==> src/rtl/mac_pkg.sv <==
// rtl/mac_pkg.sv - shared constants, state encoding and helpers for the MAC transmit arbiter
package mac_pkg;

  localparam int ETH_MIN_PAYLOAD = 46;
  localparam int ETH_MAX_PAYLOAD = 1500;
  localparam int CNT_W           = 11;
  localparam int PTR_W           = 2;

  typedef enum logic [2:0] {
    ST_IDLE  = 3'd0,
    ST_XFER  = 3'd1,
    ST_PAD   = 3'd2,
    ST_DRAIN = 3'd3,
    ST_GAP   = 3'd4
  } state_t;

  // Index of the set bit of a one-hot vector of up to four requesters
  function automatic logic [PTR_W-1:0] onehot_to_idx(input logic [3:0] oh);
    logic [PTR_W-1:0] idx;
    idx = '0;
    for (int i = 0; i < 4; i++) begin
      if (oh[i]) idx = PTR_W'(i);
    end
    return idx;
  endfunction

endpackage

==> src/rtl/rr_pick.sv <==
// rtl/rr_pick.sv - combinational round-robin selector starting after the last grantee
module rr_pick
  import mac_pkg::*;
#(
  parameter int NUM_REQ = 2
) (
  input  logic [NUM_REQ-1:0] i_req,
  input  logic [PTR_W-1:0]   i_ptr,
  output logic [NUM_REQ-1:0] o_grant,
  output logic               o_any
);

  logic w_found;

  // Walk ptr+1, ptr+2, ... with wrap-around and take the first active request
  always_comb begin
    o_grant = '0;
    w_found = 1'b0;
    for (int k = 1; k <= NUM_REQ; k++) begin
      for (int j = 0; j < NUM_REQ; j++) begin
        if (!w_found && (j == ((int'(i_ptr) + k) % NUM_REQ)) && i_req[j]) begin
          o_grant[j] = 1'b1;
          w_found    = 1'b1;
        end
      end
    end
  end

  assign o_any = w_found;

endmodule

==> src/rtl/mac_tx_arb.sv <==
// rtl/mac_tx_arb.sv - frame-level round-robin arbiter onto mac_tx; MAC_TX_ARB_PAD_EN enables short-frame padding
module mac_tx_arb
  import mac_pkg::*;
#(
  parameter int NUM_REQ    = 2,
  parameter int GAP_CYCLES = 12,
  parameter int MAX_LEN    = ETH_MAX_PAYLOAD
) (
  input  logic                   in_clk,
  input  logic                   in_rst,
  input  logic [NUM_REQ-1:0]     in_req_valid,
  input  logic [8*NUM_REQ-1:0]   in_req_data,
  input  logic [NUM_REQ-1:0]     in_req_last,
  output logic [NUM_REQ-1:0]     out_req_ready,
  output logic [NUM_REQ-1:0]     out_grant,
  output logic                   out_mac_txen,
  output logic [7:0]             out_mac_txd,
  input  logic                   in_mac_ready,
  output logic                   out_underrun,
  output logic                   out_oversize
);

  localparam logic [CNT_W-1:0] MAX_CNT  = CNT_W'(MAX_LEN);
  localparam logic [15:0]      GAP_LAST = 16'(GAP_CYCLES - 1);
`ifdef MAC_TX_ARB_PAD_EN
  localparam logic [CNT_W-1:0] MIN_CNT  = CNT_W'(ETH_MIN_PAYLOAD);
`endif

  state_t               r_state, w_state_nxt;
  logic [NUM_REQ-1:0]   r_grant, w_grant_nxt;
  logic [PTR_W-1:0]     r_ptr, w_ptr_nxt;
  logic [CNT_W-1:0]     r_cnt, w_cnt_nxt;
  logic [15:0]          r_gap_cnt, w_gap_nxt;

  logic [NUM_REQ-1:0]   w_pick;
  logic                 w_any;
  logic [PTR_W-1:0]     w_pick_idx;
  logic                 w_gnt_valid;
  logic                 w_gnt_last;
  logic [7:0]           w_gnt_data;
  logic [CNT_W-1:0]     w_cnt_inc;
  logic                 w_enter_gap;
  logic                 w_txen;
  logic [7:0]           w_txd;
  logic [NUM_REQ-1:0]   w_ready;
  logic                 w_underrun;
  logic                 w_oversize;

  rr_pick #(.NUM_REQ(NUM_REQ)) u_rr_pick (
    .i_req   (in_req_valid),
    .i_ptr   (r_ptr),
    .o_grant (w_pick),
    .o_any   (w_any)
  );

  assign w_pick_idx = onehot_to_idx(4'(w_pick));
  assign w_cnt_inc  = r_cnt + 1'b1;

  // Select the granted requester's valid/last/data (zero-latency mux)
  always_comb begin
    w_gnt_valid = 1'b0;
    w_gnt_last  = 1'b0;
    w_gnt_data  = '0;
    for (int i = 0; i < NUM_REQ; i++) begin
      if (r_grant[i]) begin
        w_gnt_valid = w_gnt_valid | in_req_valid[i];
        w_gnt_last  = w_gnt_last | in_req_last[i];
        w_gnt_data  = w_gnt_data | in_req_data[8*i +: 8];
      end
    end
  end

  // State, grant, round-robin pointer and counters
  always_ff @(posedge in_clk) begin
    if (in_rst) begin
      r_state   <= ST_IDLE;
      r_grant   <= '0;
      r_ptr     <= PTR_W'(NUM_REQ - 1);
      r_cnt     <= '0;
      r_gap_cnt <= '0;
    end else begin
      r_state   <= w_state_nxt;
      r_grant   <= w_grant_nxt;
      r_ptr     <= w_ptr_nxt;
      r_cnt     <= w_cnt_nxt;
      r_gap_cnt <= w_gap_nxt;
    end
  end

  // Next-state and output decode; txd stays 0 whenever txen is low
  always_comb begin
    w_state_nxt = r_state;
    w_grant_nxt = r_grant;
    w_ptr_nxt   = r_ptr;
    w_cnt_nxt   = r_cnt;
    w_gap_nxt   = r_gap_cnt;
    w_enter_gap = 1'b0;
    w_txen      = 1'b0;
    w_txd       = 8'h00;
    w_ready     = '0;
    w_underrun  = 1'b0;
    w_oversize  = 1'b0;

    case (r_state)
      ST_IDLE: begin
        if (w_any) begin
          w_state_nxt = ST_XFER;
          w_grant_nxt = w_pick;
          w_ptr_nxt   = w_pick_idx;
          w_cnt_nxt   = '0;
        end
      end

      ST_XFER: begin
        w_txen  = 1'b1;
        w_txd   = w_gnt_data;
        w_ready = r_grant & {NUM_REQ{in_mac_ready}};
        if (in_mac_ready) begin
          if (w_gnt_valid) begin
            w_cnt_nxt = w_cnt_inc;
            if (w_gnt_last) begin
`ifdef MAC_TX_ARB_PAD_EN
              if (w_cnt_inc < MIN_CNT) w_state_nxt = ST_PAD;
              else                     w_enter_gap = 1'b1;
`else
              w_enter_gap = 1'b1;
`endif
            end else if (w_cnt_inc == MAX_CNT) begin
              w_oversize  = 1'b1;
              w_state_nxt = ST_DRAIN;
            end
          end else begin
            // Source stalled while the MAC wanted a byte: abort the frame
            w_underrun  = 1'b1;
            w_enter_gap = 1'b1;
          end
        end
      end

      ST_PAD: begin
`ifdef MAC_TX_ARB_PAD_EN
        w_txen = 1'b1;
        if (in_mac_ready) begin
          w_cnt_nxt = w_cnt_inc;
          if (w_cnt_inc >= MIN_CNT) w_enter_gap = 1'b1;
        end
`else
        w_enter_gap = 1'b1;
`endif
      end

      ST_DRAIN: begin
        // Swallow the rest of a truncated frame regardless of MAC ready
        w_ready = r_grant;
        if (w_gnt_valid && w_gnt_last) w_enter_gap = 1'b1;
      end

      ST_GAP: begin
        if (r_gap_cnt == GAP_LAST) w_state_nxt = ST_IDLE;
        else                       w_gap_nxt   = r_gap_cnt + 16'd1;
      end

      default: w_state_nxt = ST_IDLE;
    endcase

    if (w_enter_gap) begin
      w_state_nxt = ST_GAP;
      w_grant_nxt = '0;
      w_gap_nxt   = '0;
    end
  end

  assign out_grant     = r_grant;
  assign out_req_ready = w_ready;
  assign out_mac_txen  = w_txen;
  assign out_mac_txd   = w_txd;
  assign out_underrun  = w_underrun;
  assign out_oversize  = w_oversize;

endmodule

==> config.mk <==
export PLATFORM = sky130hd
export DESIGN_NAME = mac_tx_arb
export DESIGN_NICKNAME = d
export VERILOG_FILES = /design/src/rtl/mac_pkg.sv /design/src/rtl/rr_pick.sv /design/src/rtl/mac_tx_arb.sv
export SDC_FILE = /design/constraint.sdc
export NUM_CORES = 1
export LEC_CHECK = 0
export BUFFER_PORTS_ARGS = -buffer_cell sky130_fd_sc_hd__buf_4
export CAP_MARGIN = 20
export CORE_AREA = 2 2 65 67
export CTS_BUF_LIST = sky130_fd_sc_hd__clkbuf_8
export DETAILED_ROUTE_END_ITERATION = 10
export DIE_AREA = 0 0 67 69
export PLACE_DENSITY = 0.71
export SLEW_MARGIN = 15
export SYNTH_ARGS = -nofsm -noshare
export SYNTH_HDL_FRONTEND = slang
export SYNTH_SLANG_ARGS = --single-unit
==> constraint.sdc <==
create_clock -name in_clk -period 2.5 [get_ports in_clk]
set_clock_uncertainty 0.2 [all_clocks]
set_input_delay 0.125 -clock in_clk [delete_from_list [all_inputs] [get_ports in_clk]]
set_output_delay 0.125 -clock in_clk [all_outputs]
set_load 0.05 [all_outputs]
==> results.md, run 1 <==
- Distinct cells, synth: 44
- EDFF count, synth: 0
- Die Y: slightly below 70 µm
- Worst setup SP type: flip-flop
- R2R setup slack: ~0.47 ns
- Pwr dens: 507.7 nW/µm²
- Critical path arrival: between 2 and 2.5 ns
- First-pass GRT wire length: about 7200 µm
- Syn nets: 265
- Final #Nets: 304
- Slowest-stage cell, CP: dfxtp_1
- GR Util All Layers: about a fifth
- # DRC: 0
- Worst setup EP type: primary output
- Vias per cell: 5.521
- Slew @ Worst Pin: 0.6178 ns
- Status: finished, final reports clean
- Hold Violations, Final: 0
- DP HPWL: about 3000 µm
- Final setup TNS: 0 ns
- Most common cell after layout, fill and taps aside: nor2_1
- Die area: between 4000 and 5000 µm²
- Most used DFF post-synth: dfxtp_1
- Critical path, cell by cell: ha_2, inv_1, nor4b_2, a41oi_2, a2111oi_4, buf_4
- Number of I/O pins: 38
- Min Tclk post-route: around 2.4 ns
- CP max stage delay: 0.41 ns
- Total gr overflow: 0
- Setup WS post-layout: 0.1337 ns
- Initial antenna violation count: 0
- Cell taking the most area after synthesis: dfxtp_1
- Unrepaired setup endpoints after global routing: false
- Warning count from the yosys run: 0
- Part of the Yosys area used for sequential elements: 34.99%
- Relative slew slack: about 60%
- Vias in the first global route: 1617
- Synth Instances: 240
- Reg-to-reg critical path endpoint: r_gap_cnt[3]$_SDFFE_PP0P_
- DRT Pass-1 Iters: 4
- Final WL: 4392 µm
- Number of fillers in the final layout: 357
- Gpl congestion: ~0.84
- Cell Rows: 23
- Sequential cell area: 660.6 µm²
- Synth Cell Area: around 1900 µm²
- Avg Cell Area, Syn: between 7 and 8 µm²
- Setup crit end: out_oversize
- Layout cell share with drive strength beyond 1: about 21%
- Via count: approximately 1800
- Top-area cell type share of the netlist area: 34.99%
- Max_cap viols: 0
- Root buffer cell: clkbuf_8
- Crit path from: r_cnt[0]$_SDFFE_PP0P_
- Core Footprint: between 3000 and 4000 µm²
- Area of the multi-input gates: roughly 1200 µm²
- Setup Crit Path Kind: flip-flop to primary output
- Reg clk slew, reported paths: around 0.070 ns
- Hold path depth: 5
- Clock tree from TritonCTS: yes
- Period utilisation layout: between 90% and 100%
- Initial drt markers: between 100 and 150
- Routed Antenna Nets: 0
- Worst Path Max Fanout: 7
- H-tree depth: 2
- Post-DR wirelength/cell: roughly 13 µm
- Critical Path RT: ~2.2 ns
- Static Leak: 0.8832 nW
- Initial Util: between 40 and 50%
- Max frequency: around 420 MHz
- Setup Buffers After CTS: 0
- Register bit total from synthesis: 33
- Most frequent cells in the layout: nor2_1, buf_4, dfxtp_1
- CTS buffer count: 5
- Clock Path Buffers: 2
- Clock Sinks: 33
- Reg-to-Reg Start: out_grant[1]$_SDFFE_PP0P_
- Final setup fails: 0
- Synthesis-to-layout area growth: 24.06%
- DIE WIDTH: 67 µm
- Top cells by area, synth: dfxtp_1, nor2_1, a21oi_1
- IO Port Bufs: 37
- Worst Hold Class: primary input to flip-flop
- Largest net degree at the start of global routing: 15
- Worst skew pair latency: 0.29 ns
- Async SR Flop Fraction: 0%
- Reg2Reg Depth: 6
- Diodes inserted: 0
- Dpl ws: ~0.32 ns
- IR drop worst, VDD: 0.3808 mV
- Pins Over Slew Limit: 0
## state kept, by name, indices dropped and copies added (netlist names)
signal     flops
r_state        3
r_cnt         11
out_grant      2
r_gap_cnt     16
r_ptr          1
## routing by layer
layer	track usage, %	part of all wire (%)	up-vias
met5	0	0	-
met4	6.803	1.3	0
met3	4.894	3.9	6
met2	32.01	48	38
met1	25.51	47	836
li1	-	-	942
## metrics by stage
stage / std cells / utilization [%] / area [µm²] / total power [mW] / hold slack (ns)
CTS: 330 / 59.78 / 2340 / 1.205 / 0.1007
finish: 330 / 59.85 / 2342 / 1.189 / 0.1121
global placement: 319 / 56.27 / 2202 / 0.7551 / 0.2281
detailed placement: 319 / 56.27 / 2202 / 0.7563 / 0.2313
floorplan: 240 / - / 1888 / 0.6822 / -0.005934
global route: 330 / 59.85 / 2342 / 1.243 / 0.1607
## Yosys cell counts (2+ instances only)
cell type  instances
inv_1              5
buf_2              3
nor4_1             2
dfxtp_1           33
a21o_1             2
nand2_1           16
nor4b_1            3
nand3_1           12
nand4bb_1          2
a31oi_1            2
and3_1             2
clkbuf_1           8
a21oi_1           17
and2_1             4
nor2_1            48
a211oi_1           3
nand4b_1           2
nor3_1             7
a22oi_1           11
and4_1             3
xor2_1             9
o31ai_1            2
o21ai_0            7
xnor2_1            7
ha_1               2
or3_1              4
nor3b_1            2
nand4_1            6
## cell families (layout without fill, tap and decap cells)
kind of cell,Yosys count,count (layout),synth area share [%]
AND/OR/NAND/NOR,120,120,32.94
flip-flops,33,33,34.99
AO/OA/AOI/OAI,51,51,18.82
XOR/XNOR,16,16,7.422
adder cells (fa/ha/maj),2,2,1.325
multiplexers,1,1,0.5302
buffers and inverters,17,57,3.976
## repair_timing
action,4_1_cts,5_1_grt
endpoints found under the setup margin,1,1
resized for setup,1,1
hold endpoints to repair,15,0
hold buffers,3,0
## power by group
group / total (mW) / internal (mW) / switching (mW)
Clock: 0.440 / 0.249 / 0.191
Combinational: 0.200 / 0.0793 / 0.121
Sequential: 0.549 / 0.535 / 0.0143
Total: 1.19 / 0.863 / 0.326
## worst min-delay path by stage
stage                       startpoint                      end  slack, ns
after floorplan                 in_rst  r_state[2]$_SDFFE_PP0P_     -0.006
after global placement          in_rst  r_state[2]$_SDFFE_PP0P_       0.23
after detailed placement        in_rst    r_cnt[6]$_SDFFE_PP0P_       0.23
after CTS                 in_mac_ready  r_state[2]$_SDFFE_PP0P_       0.10
after global routing      in_mac_ready  r_state[2]$_SDFFE_PP0P_       0.16
final                     in_mac_ready  r_state[2]$_SDFFE_PP0P_       0.11
## critical path, delay by kind of cell (launching register included)
kind	cells	cell delay (ns)
adders and majority gates	1	0.26
AOI/OAI and AO/OA	2	0.47
and+or+nand+nor	1	0.26
buffers and inverters	2	0.36
DFF	1	0.41
## layout make-up
cell class / instances / share of cell area (%)
Sequential cell: 33 / 28.21
Clock inverter: 1 / 0.2137
Tap cell: 50 / 2.671
Timing Repair Buffer: 44 / 14.42
Multi-Input combinational cell: 190 / 49.57
Inverter: 5 / 0.8013
Clock buffer: 7 / 4.113
Power figures use the tool's default switching activity.
==> run 2, diff against run 1 <==
Settings changed: CELL_PAD_IN_SITES_DETAIL_PLACEMENT from default to 0, CELL_PAD_IN_SITES_GLOBAL_PLACEMENT from default to 2, CORE_AREA 2 2 65 67 to 2 2 80 82, DIE_AREA 0 0 67 69 to 0 0 82 84, PLACE_DENSITY 0.71 to 0.78.
==> results.md, run 2 (same netlist as run 1, synthesis figures left out) <==
- Status: finished, final reports clean
- Pins Over Slew Limit: 0
- Reg-to-reg critical path endpoint: r_cnt[10]$_SDFFE_PP0P_
- Clock Sinks: 33
- Diodes inserted: 0
- Largest reg by FF count: r_gap_cnt
- Worst skew pair latency: 0.29 ns
- Pwr dens: approximately 540 nW/µm²
- DRT Pass-1 Iters: 4
- GR Util All Layers: around 14%
- Area of the multi-input gates: about 1200 µm²
- Max frequency: approximately 420 MHz
- Max_cap viols: 0
- Max reg flops: 16
- Initial antenna violation count: 0
- Die Y: 84 µm
- Via count: roughly 1800
- Layout cell share with drive strength beyond 1: 21.15%
- Gpl congestion: between 0.7 and 0.8
- CTS buffer count: 5
- Metal2 WL: 2277 µm
- IR drop worst, VDD: roughly 0.24 mV
- Routed Antenna Nets: 0
- Worst Path Max Fanout: 7
- Slew @ Worst Pin: ~0.44 ns
- Met3 routed WL: 201 µm
- IO Port Bufs: 37
- Inst Count DP: between 300 and 400
- Post-layout power: roughly 1.3 mW
- Reg clk slew, reported paths: approximately 0.080 ns
- Initial Util: between 30 and 40%
- Die area: ~6900 µm²
- # DRC: 0
- Most common cell after layout, fill and taps aside: nor2_1
- Top Metal Used: met4
- Root buffer cell: clkbuf_8
- Synthesis-to-layout area growth: 26.38%
- Final setup fails: 0
- Hold Violations, Final: 0
- Clock Path Buffers: 2
- Most frequent cells in the layout: nor2_1, buf_4, dfxtp_1
- R2R setup slack: roughly 0.48 ns
- Vias in the first global route: approximately 1600
- Hold path depth: 4
- Critical Path RT: between 2 and 2.5 ns
- Cell Rows: 29
- Critical path arrival: 2.04 ns
- Finished Layout Cells: about 360
- Final design utilization: approximately 39%
- Worst setup EP type: primary output
- Post-DR wirelength/cell: between 10 and 15 µm
- H-tree depth: 2
- Period utilisation layout: between 90% and 100%
- Reg-to-Reg Start: r_cnt[0]$_SDFFE_PP0P_
- Reg2Reg Depth: 6
- Total gr overflow: 0
- Setup crit end: out_oversize
- Worst setup SP type: flip-flop
- Largest regs: r_gap_cnt x16, r_cnt x11, r_state x3
- First-pass GRT wire length: approximately 7700 µm
- Initial drt markers: a little over 90
- Min Tclk post-route: 2.365 ns
- Vias per cell: ~5.1
- Worst Hold Class: primary input to flip-flop
- Clock tree from TritonCTS: yes
- Final WL: approximately 4800 µm
- Final #Nets: 303
- Number of I/O pins: 38
- Met1 wire length: between 2000 and 2500 µm
- Sequential cell area: between 600 and 700 µm²
- Number of fillers in the final layout: about 670
- Relative slew slack: a little over two thirds
- Setup Crit Path Kind: flip-flop to primary output
- DIE WIDTH: approximately 82 µm
- Largest net degree at the start of global routing: 17
- Crit path from: r_cnt[0]$_SDFFE_PP0P_
- DP HPWL: around 3400 µm
- Static Leak: about 0.88 nW
- Core Footprint: just over 6000 µm²
==> run 2: metrics by stage <==
| stage | hold slack (ns) | setup WS [ns] | TNS [ns] | area (µm²) |
|---|---|---|---|---|
| floorplan | -0.005934 | 0.1326 | 0 | 1888 |
| detailed placement | 0.2437 | 0.2818 | 0 | 2243 |
| global route | 0.03238 | -0.01544 | -0.01544 | 2386 |
| global placement | 0.2394 | 0.3331 | 0 | 2243 |
| finish | 0.01597 | 0.1349 | 0 | 2386 |
| CTS | 0.009750 | 0.02984 | 0 | 2376 |
==> run 2: report_power, final <==
part	switching (mW)	total [mW]	internal, mW	leakage, nW
Sequential	0.0144	0.549	0.535	0.267
Clock	0.209	0.534	0.324	0.0574
Combinational	0.123	0.200	0.0778	0.560
Total	0.346	1.28	0.937	0.884
==> run 2: worst max-delay path, stage by stage (launching register included) <==
cell and delay, ns:
dfxtp_1 0.41, ha_2 0.27, inv_1 0.10, nor4b_2 0.26
a41oi_2 0.08, a2111oi_4 0.42, buf_6 0.21
==> run 2: worst min-delay path by stage <==
stage	from	to
after floorplan	in_rst	r_state[2]$_SDFFE_PP0P_
after global placement	in_rst	r_state[2]$_SDFFE_PP0P_
final	in_req_valid[1]	out_grant[0]$_SDFFE_PP0P_
after CTS	in_req_valid[1]	out_grant[0]$_SDFFE_PP0P_
after global routing	in_req_valid[0]	r_ptr[0]$_SDFFE_PP1P_
after detailed placement	in_rst	r_cnt[10]$_SDFFE_PP0P_
==> run 2: final cells by class <==
class                           count  share of cell area, %
Clock inverter                      2                  1.573
Timing Repair Buffer               43                  13.79
Multi-Input combinational cell    190                  48.66
Tap cell                           77                  4.038
Sequential cell                    33                  27.69
Inverter                            5                 0.7866
Clock buffer                        6                  3.461
==> run 2: what timing repair did <==
item                                   CTS  global route
hold buffers                             1             0
endpoints found under the hold margin   13             0
setup endpoints to repair                1             1
setup buffers                            0             0
pin swaps                                0             0
resized for setup                        1             2
==> run 2: per-layer routing <==
metal  up-vias  track usage [%]
met1       837            18.85
met2        26            22.99
met4         0            3.636
met3         5            2.922
li1        940                -
met5         -                0
